[src/rtl/datapath_ctrl.sv]
// datapath_ctrl: Moore sequencer for the 16-bit datapath. Latches one
// instruction per start pulse, walks it through the read/execute/writeback
// states and drives every datapath strobe from the current state and the
// latched instruction.
// Optional: define DATAPATH_CTRL_RETIRE_CNT_EN to add the 16-bit 'retired'
// counter output (counts completed legal instructions).
module datapath_ctrl #(
  parameter int unsigned DATA_W = 16
) (
  input  logic              clk,
  input  logic              reset,
  input  logic              s,
  input  logic [15:0]       in,
  output logic              w,
  output logic              err,
  output logic [2:0]        readnum,
  output logic [2:0]        writenum,
  output logic              write,
  output logic [1:0]        vsel,
  output logic              loada,
  output logic              loadb,
  output logic              loadc,
  output logic              loads,
  output logic              asel,
  output logic              bsel,
  output logic [1:0]        shift,
  output logic [1:0]        ALUop,
  output logic [DATA_W-1:0] sximm8,
  output logic [DATA_W-1:0] sximm5
`ifdef DATAPATH_CTRL_RETIRE_CNT_EN
  ,
  output logic [15:0]       retired
`endif
);

  typedef enum logic [2:0] {
    S_WAIT,
    S_DECODE,
    S_WR_IMM,
    S_GET_A,
    S_GET_B,
    S_EXEC,
    S_WR_REG
  } state_t;

  state_t      state_q, state_d;
  logic [15:0] ir_q, ir_d;
  logic        err_q, err_d;

  logic [2:0] opcode;
  logic [1:0] op;
  logic [2:0] rn, rd, rm;
  logic [1:0] sh;
  logic       is_mov_imm, is_mov_reg, is_alu, is_cmp, is_mvn;

  // Field extraction and instruction classification from the latched ir
  always_comb begin
    opcode     = ir_q[15:13];
    op         = ir_q[12:11];
    rn         = ir_q[10:8];
    rd         = ir_q[7:5];
    sh         = ir_q[4:3];
    rm         = ir_q[2:0];
    is_mov_imm = (opcode == 3'b110) && (op == 2'b10);
    is_mov_reg = (opcode == 3'b110) && (op == 2'b00);
    is_alu     = (opcode == 3'b101);
    is_cmp     = is_alu && (op == 2'b01);
    is_mvn     = is_alu && (op == 2'b11);
  end

  // Next-state, instruction latch and sticky error flag
  always_comb begin
    state_d = state_q;
    ir_d    = ir_q;
    err_d   = err_q;
    unique case (state_q)
      S_WAIT: begin
        if (s) begin
          ir_d    = in;
          state_d = S_DECODE;
        end
      end
      S_DECODE: begin
        if (is_mov_imm)                state_d = S_WR_IMM;
        else if (is_mov_reg || is_mvn) state_d = S_GET_B;
        else if (is_alu)               state_d = S_GET_A;
        else begin
          state_d = S_WAIT;
          err_d   = 1'b1;
        end
      end
      S_WR_IMM: state_d = S_WAIT;
      S_GET_A:  state_d = S_GET_B;
      S_GET_B:  state_d = S_EXEC;
      S_EXEC:   state_d = is_cmp ? S_WAIT : S_WR_REG;
      S_WR_REG: state_d = S_WAIT;
      default:  state_d = S_WAIT;
    endcase
  end

  // State, instruction and error registers with synchronous reset
  always_ff @(posedge clk) begin
    if (reset) begin
      state_q <= S_WAIT;
      ir_q    <= '0;
      err_q   <= 1'b0;
    end else begin
      state_q <= state_d;
      ir_q    <= ir_d;
      err_q   <= err_d;
    end
  end

  // Moore outputs: strobes decoded from state and latched ir only
  always_comb begin
    w        = 1'b0;
    readnum  = '0;
    writenum = '0;
    write    = 1'b0;
    vsel     = 2'b00;
    loada    = 1'b0;
    loadb    = 1'b0;
    loadc    = 1'b0;
    loads    = 1'b0;
    asel     = 1'b0;
    bsel     = 1'b0;
    shift    = 2'b00;
    ALUop    = 2'b00;
    unique case (state_q)
      S_WAIT: w = 1'b1;
      S_WR_IMM: begin
        write    = 1'b1;
        writenum = rn;
        vsel     = 2'b01;
      end
      S_GET_A: begin
        readnum = rn;
        loada   = 1'b1;
      end
      S_GET_B: begin
        readnum = rm;
        loadb   = 1'b1;
      end
      S_EXEC: begin
        shift = sh;
        ALUop = is_alu ? op : 2'b00;
        asel  = is_mov_reg;
        loadc = !is_cmp;
        loads = is_cmp;
      end
      S_WR_REG: begin
        write    = 1'b1;
        writenum = rd;
        vsel     = 2'b00;
      end
      default: ;
    endcase
  end

  assign err    = err_q;
  assign sximm8 = DATA_W'($signed(ir_q[7:0]));
  assign sximm5 = DATA_W'($signed(ir_q[4:0]));

`ifdef DATAPATH_CTRL_RETIRE_CNT_EN
  logic [15:0] retired_q, retired_d;
  logic        retire;

  // A legal instruction retires on its last non-WAIT state
  always_comb begin
    retire    = (state_q == S_WR_IMM) || (state_q == S_WR_REG) ||
                ((state_q == S_EXEC) && is_cmp);
    retired_d = retired_q + 16'(retire);
  end

  // Retired-instruction counter, wraps naturally at 16 bits
  always_ff @(posedge clk) begin
    if (reset) retired_q <= '0;
    else       retired_q <= retired_d;
  end

  assign retired = retired_q;
`endif

endmodule

[config.mk]
export PLATFORM = sky130hd
export DESIGN_NAME = datapath_ctrl
export DESIGN_NICKNAME = d
export VERILOG_FILES = /design/src/rtl/datapath_ctrl.sv
export SDC_FILE = /design/constraint.sdc
export NUM_CORES = 1
export LEC_CHECK = 0
export CAP_MARGIN = 20
export CORE_ASPECT_RATIO = 1.2
export CORE_MARGIN = 8
export CORE_UTILIZATION = 34
export DETAILED_ROUTE_END_ITERATION = 16
export GPL_TIMING_DRIVEN = 0
export PLACE_DENSITY_LB_ADDON = 0.12
export SLEW_MARGIN = 20
export SYNTH_ARGS = -nofsm -noshare
export SYNTH_HDL_FRONTEND = slang
export SYNTH_SLANG_ARGS = --single-unit
[constraint.sdc]
create_clock -name clk -period 1.62 [get_ports clk]
set_clock_uncertainty 0.2 [all_clocks]
set_input_delay 0.405 -clock clk [delete_from_list [all_inputs] [get_ports clk]]
set_output_delay 0.405 -clock clk [all_outputs]
set_load 0.03 [all_outputs]
==> qor.yml <==
run_status:
  status: "complete, but fails checks"
  violations: "setup timing"
timing:
  fin_tns_setup_ps: -5124
  finalSetupViolCount: 20
  grt_setup_unrepaired: "yes"
  fin_ws_ps: -405.0
  finalMaxSlewViolations: 0
  period_share_pct: 125.0
  hold_viol_final: 0
  timing.fmax_mhz: 493.8
  holdWs_ps: 274.4
  min_period_ps: 2025
floorplan:
  ios: 72
  die_w_um: 70.96
  initial_core_util_pct: 34.78
  design.die.area_mm2: 0.005815
  die_h_um: 81.95
  core_mm2: 0.003543
  rows: 24
route:
  vias: 1379
  drt-wirelength-per-cell_um: 13.93
  routed_via_density: 4.675
  remaining_drc_errors: 0
  drt_iter0_markers: 24
  wl_um: 4109
  postRouteAntennaNets: 0
  drt_first_pass_iters: 4
clock_network:
  clkTransAtPathRegs_ps: 70
  numCtsBuffers: 3
  cts_tree: "yes"
  cts.sinks: 20
  cts_buffer_depth: 2
  htreeDepth: 1
  root_buffer: "clkbuf_8"
  clk_latency_ps: 260
global_route:
  grt_pass1_wl_um: 6658
  grt-ovfl-total: 0
  grt_pass1_vias: 1393
  grt_max_degree: 12
  grtUsageTotal_pct: 14.05
  antenna_found_initial: 0
synth:
  ys_ff_latch: 20
  postSynthCellCount: 165
  netlist.area_leader.share_pct: 32.49
  synth.avg_cell_area_um2: 7.469
  ys_types: 31
  synth.most_common_cell: "nand2_1"
  async_flop_share_pct: 0
  ys_seq_area_share_pct: 32.49
  synth_common_cells: "37 x nand2_1, 36 x buf_4, 20 x dfxtp_1"
  synth_top_area_cell: "dfxtp_1"
  yosysWarningCount: 0
  synthesis.area_mm2: 0.001232
  synthTopCellsByArea: "dfxtp_1 32%, buf_4 22%, nand2_1 11%"
  ys.flop_type: "dfxtp_1"
  synth_edf_count: 0
placed_design:
  numPortBuffers: 68
  gp_congestion: 0.7497
  placed_cells: 273
  dpl.hpwl_um: 2930
min_path:
  min_path_type: "reg -> reg"
  min_from: "ir_q[5]"
  hold_end: "ir_q[5]"
  holdPathStages: 2
setup_path:
  worstSetupPathType: "reg -> out"
  reg2regPathDepth: 7
  reg2reg_to: "state_q[2]"
  cp_slowest_cell: "dfxtp_2"
  cp-end-kind: "output port"
  rr_startpoint: "ir_q[14]"
  start_kind: "flip-flop"
  cp.arrival_ps: 1420
  crit_chain: "buf_8 > inv_8 > nor3_4 > a22o_4 > buf_6"
  rrSetupSlack_ps: -50
  crit_family: "flip-flops"
  worstPathRequired_ps: 1010
  path_buf_inv: 3
  cp_max_fo: 5
  slowest_delay_ps: 350
finish:
  area_growth_pct: 87.61
  final_cells: 295
  antenna_cells: 0
  fin_nets: 276
  drive_gt1_share_pct: 58.20
power:
  p_leak_uw: 0.001094
  power_density_mw_per_mm2: 617.1
  vdd_ir_drop_max_mv: 0.4080
job:
  cap_violations: 0
sequential cells by signal, indices dropped and copies added (netlist names):
name / cells
err: 1
ir_q: 16
state_q: 3
power by group:
group	leakage (µW)	switching (µW)	total (µW)	internal, µW
Combinational	0.000895	240	474	234
Clock	0.0000288	169	385	216
Sequential	0.000170	45.8	568	522
Total	0.00109	454	1430	973
layer usage:
| layer | GRT usage, % | wire, µm | up-vias |
|---|---|---|---|
| met5 | 0 | 0 | - |
| met4 | 5.833 | 81 | 0 |
| met3 | 4.884 | 319 | 8 |
| met2 | 24.61 | 2072 | 52 |
| met1 | 15.26 | 1636 | 629 |
| li1 | - | - | 690 |
per-stage QoR:
step	setup slack, ps	cell area [µm²]	utilization (%)	total power, µW
2_1_floorplan	-205.1	1311	-	849.5
3_3_place_gp	-764.1	2041	57.59	1024
3_5_place_dp	-775.8	2041	57.59	1028
4_1_cts	-395.7	2135	60.24	1399
5_1_grt	-460.1	2312	65.25	1500
6_report	-405.0	2312	65.25	1427
worst max path at each step:
stage / startpoint / slack (ps) / endpoint / depth (start not counted)
2_1_floorplan: state_q[2] / -210 / readnum[0] / 4
5_1_grt: state_q[2] / -460 / readnum[0] / 5
3_5_place_dp: state_q[2] / -780 / asel / 5
3_3_place_gp: state_q[2] / -760 / asel / 5
6_report: state_q[2] / -400 / readnum[1] / 5
4_1_cts: state_q[1] / -400 / ALUop[0] / 5
cell families after synthesis:
| kind of cell | Yosys count | synth area share (%) |
|---|---|---|
| AOI/OAI and AO/OA | 29 | 13.91 |
| DFF | 20 | 32.49 |
| muxes | 3 | 2.437 |
| buffers and inverters | 45 | 25.38 |
| other | 1 | 0.3043 |
| and+or+nand+nor | 67 | 25.48 |
tightest hold or removal path, cell delays in order, from the launching register on:
cell	delay, ps
dfxtp_1	320
nand2_1	60
a21oi_1	50
placed cells by master, fill, tap and decap left out, drive strengths merged:
cell           count
a31o               1
a31oi              1
and2b              1
o21ai              1
nand2b             2
mux2i              3
a22o               4
conb               2
nand2             37
dfxtp             20
clkdlybuf4s15      1
nand4              1
inv                3
or2                1
nor2              10
clkbuf             5
nand3              1
a211oi             2
nor4b              1
and3               2
clkdlybuf4s50     17
and2               6
a21oi             19
buf              109
nor3b              1
nand4b             1
nor3               3
o22ai              1
final cells by class:
class                   count  area (µm²)
fillers                   325        1231
repair buffers             88       770.7
multi-input cells         101       648.1
flip-flops and latches     20       425.4
plain buffers              40       342.8
clock buffers               4       55.05
well taps                  39       48.80
inverters                   3       21.27
timing repair:
| action | in CTS | in global routing |
|---|---|---|
| endpoints found under the setup margin | 51 | 42 |
| buffers inserted | 15 | 7 |
| cloned | 0 | 0 |
| resized for setup | 313 | 49 |
| endpoints found under the hold margin | 0 | 0 |
| pin swaps | 8 | 10 |
| hold buffers | 0 | 0 |
(Power assumes the default switching activity.)
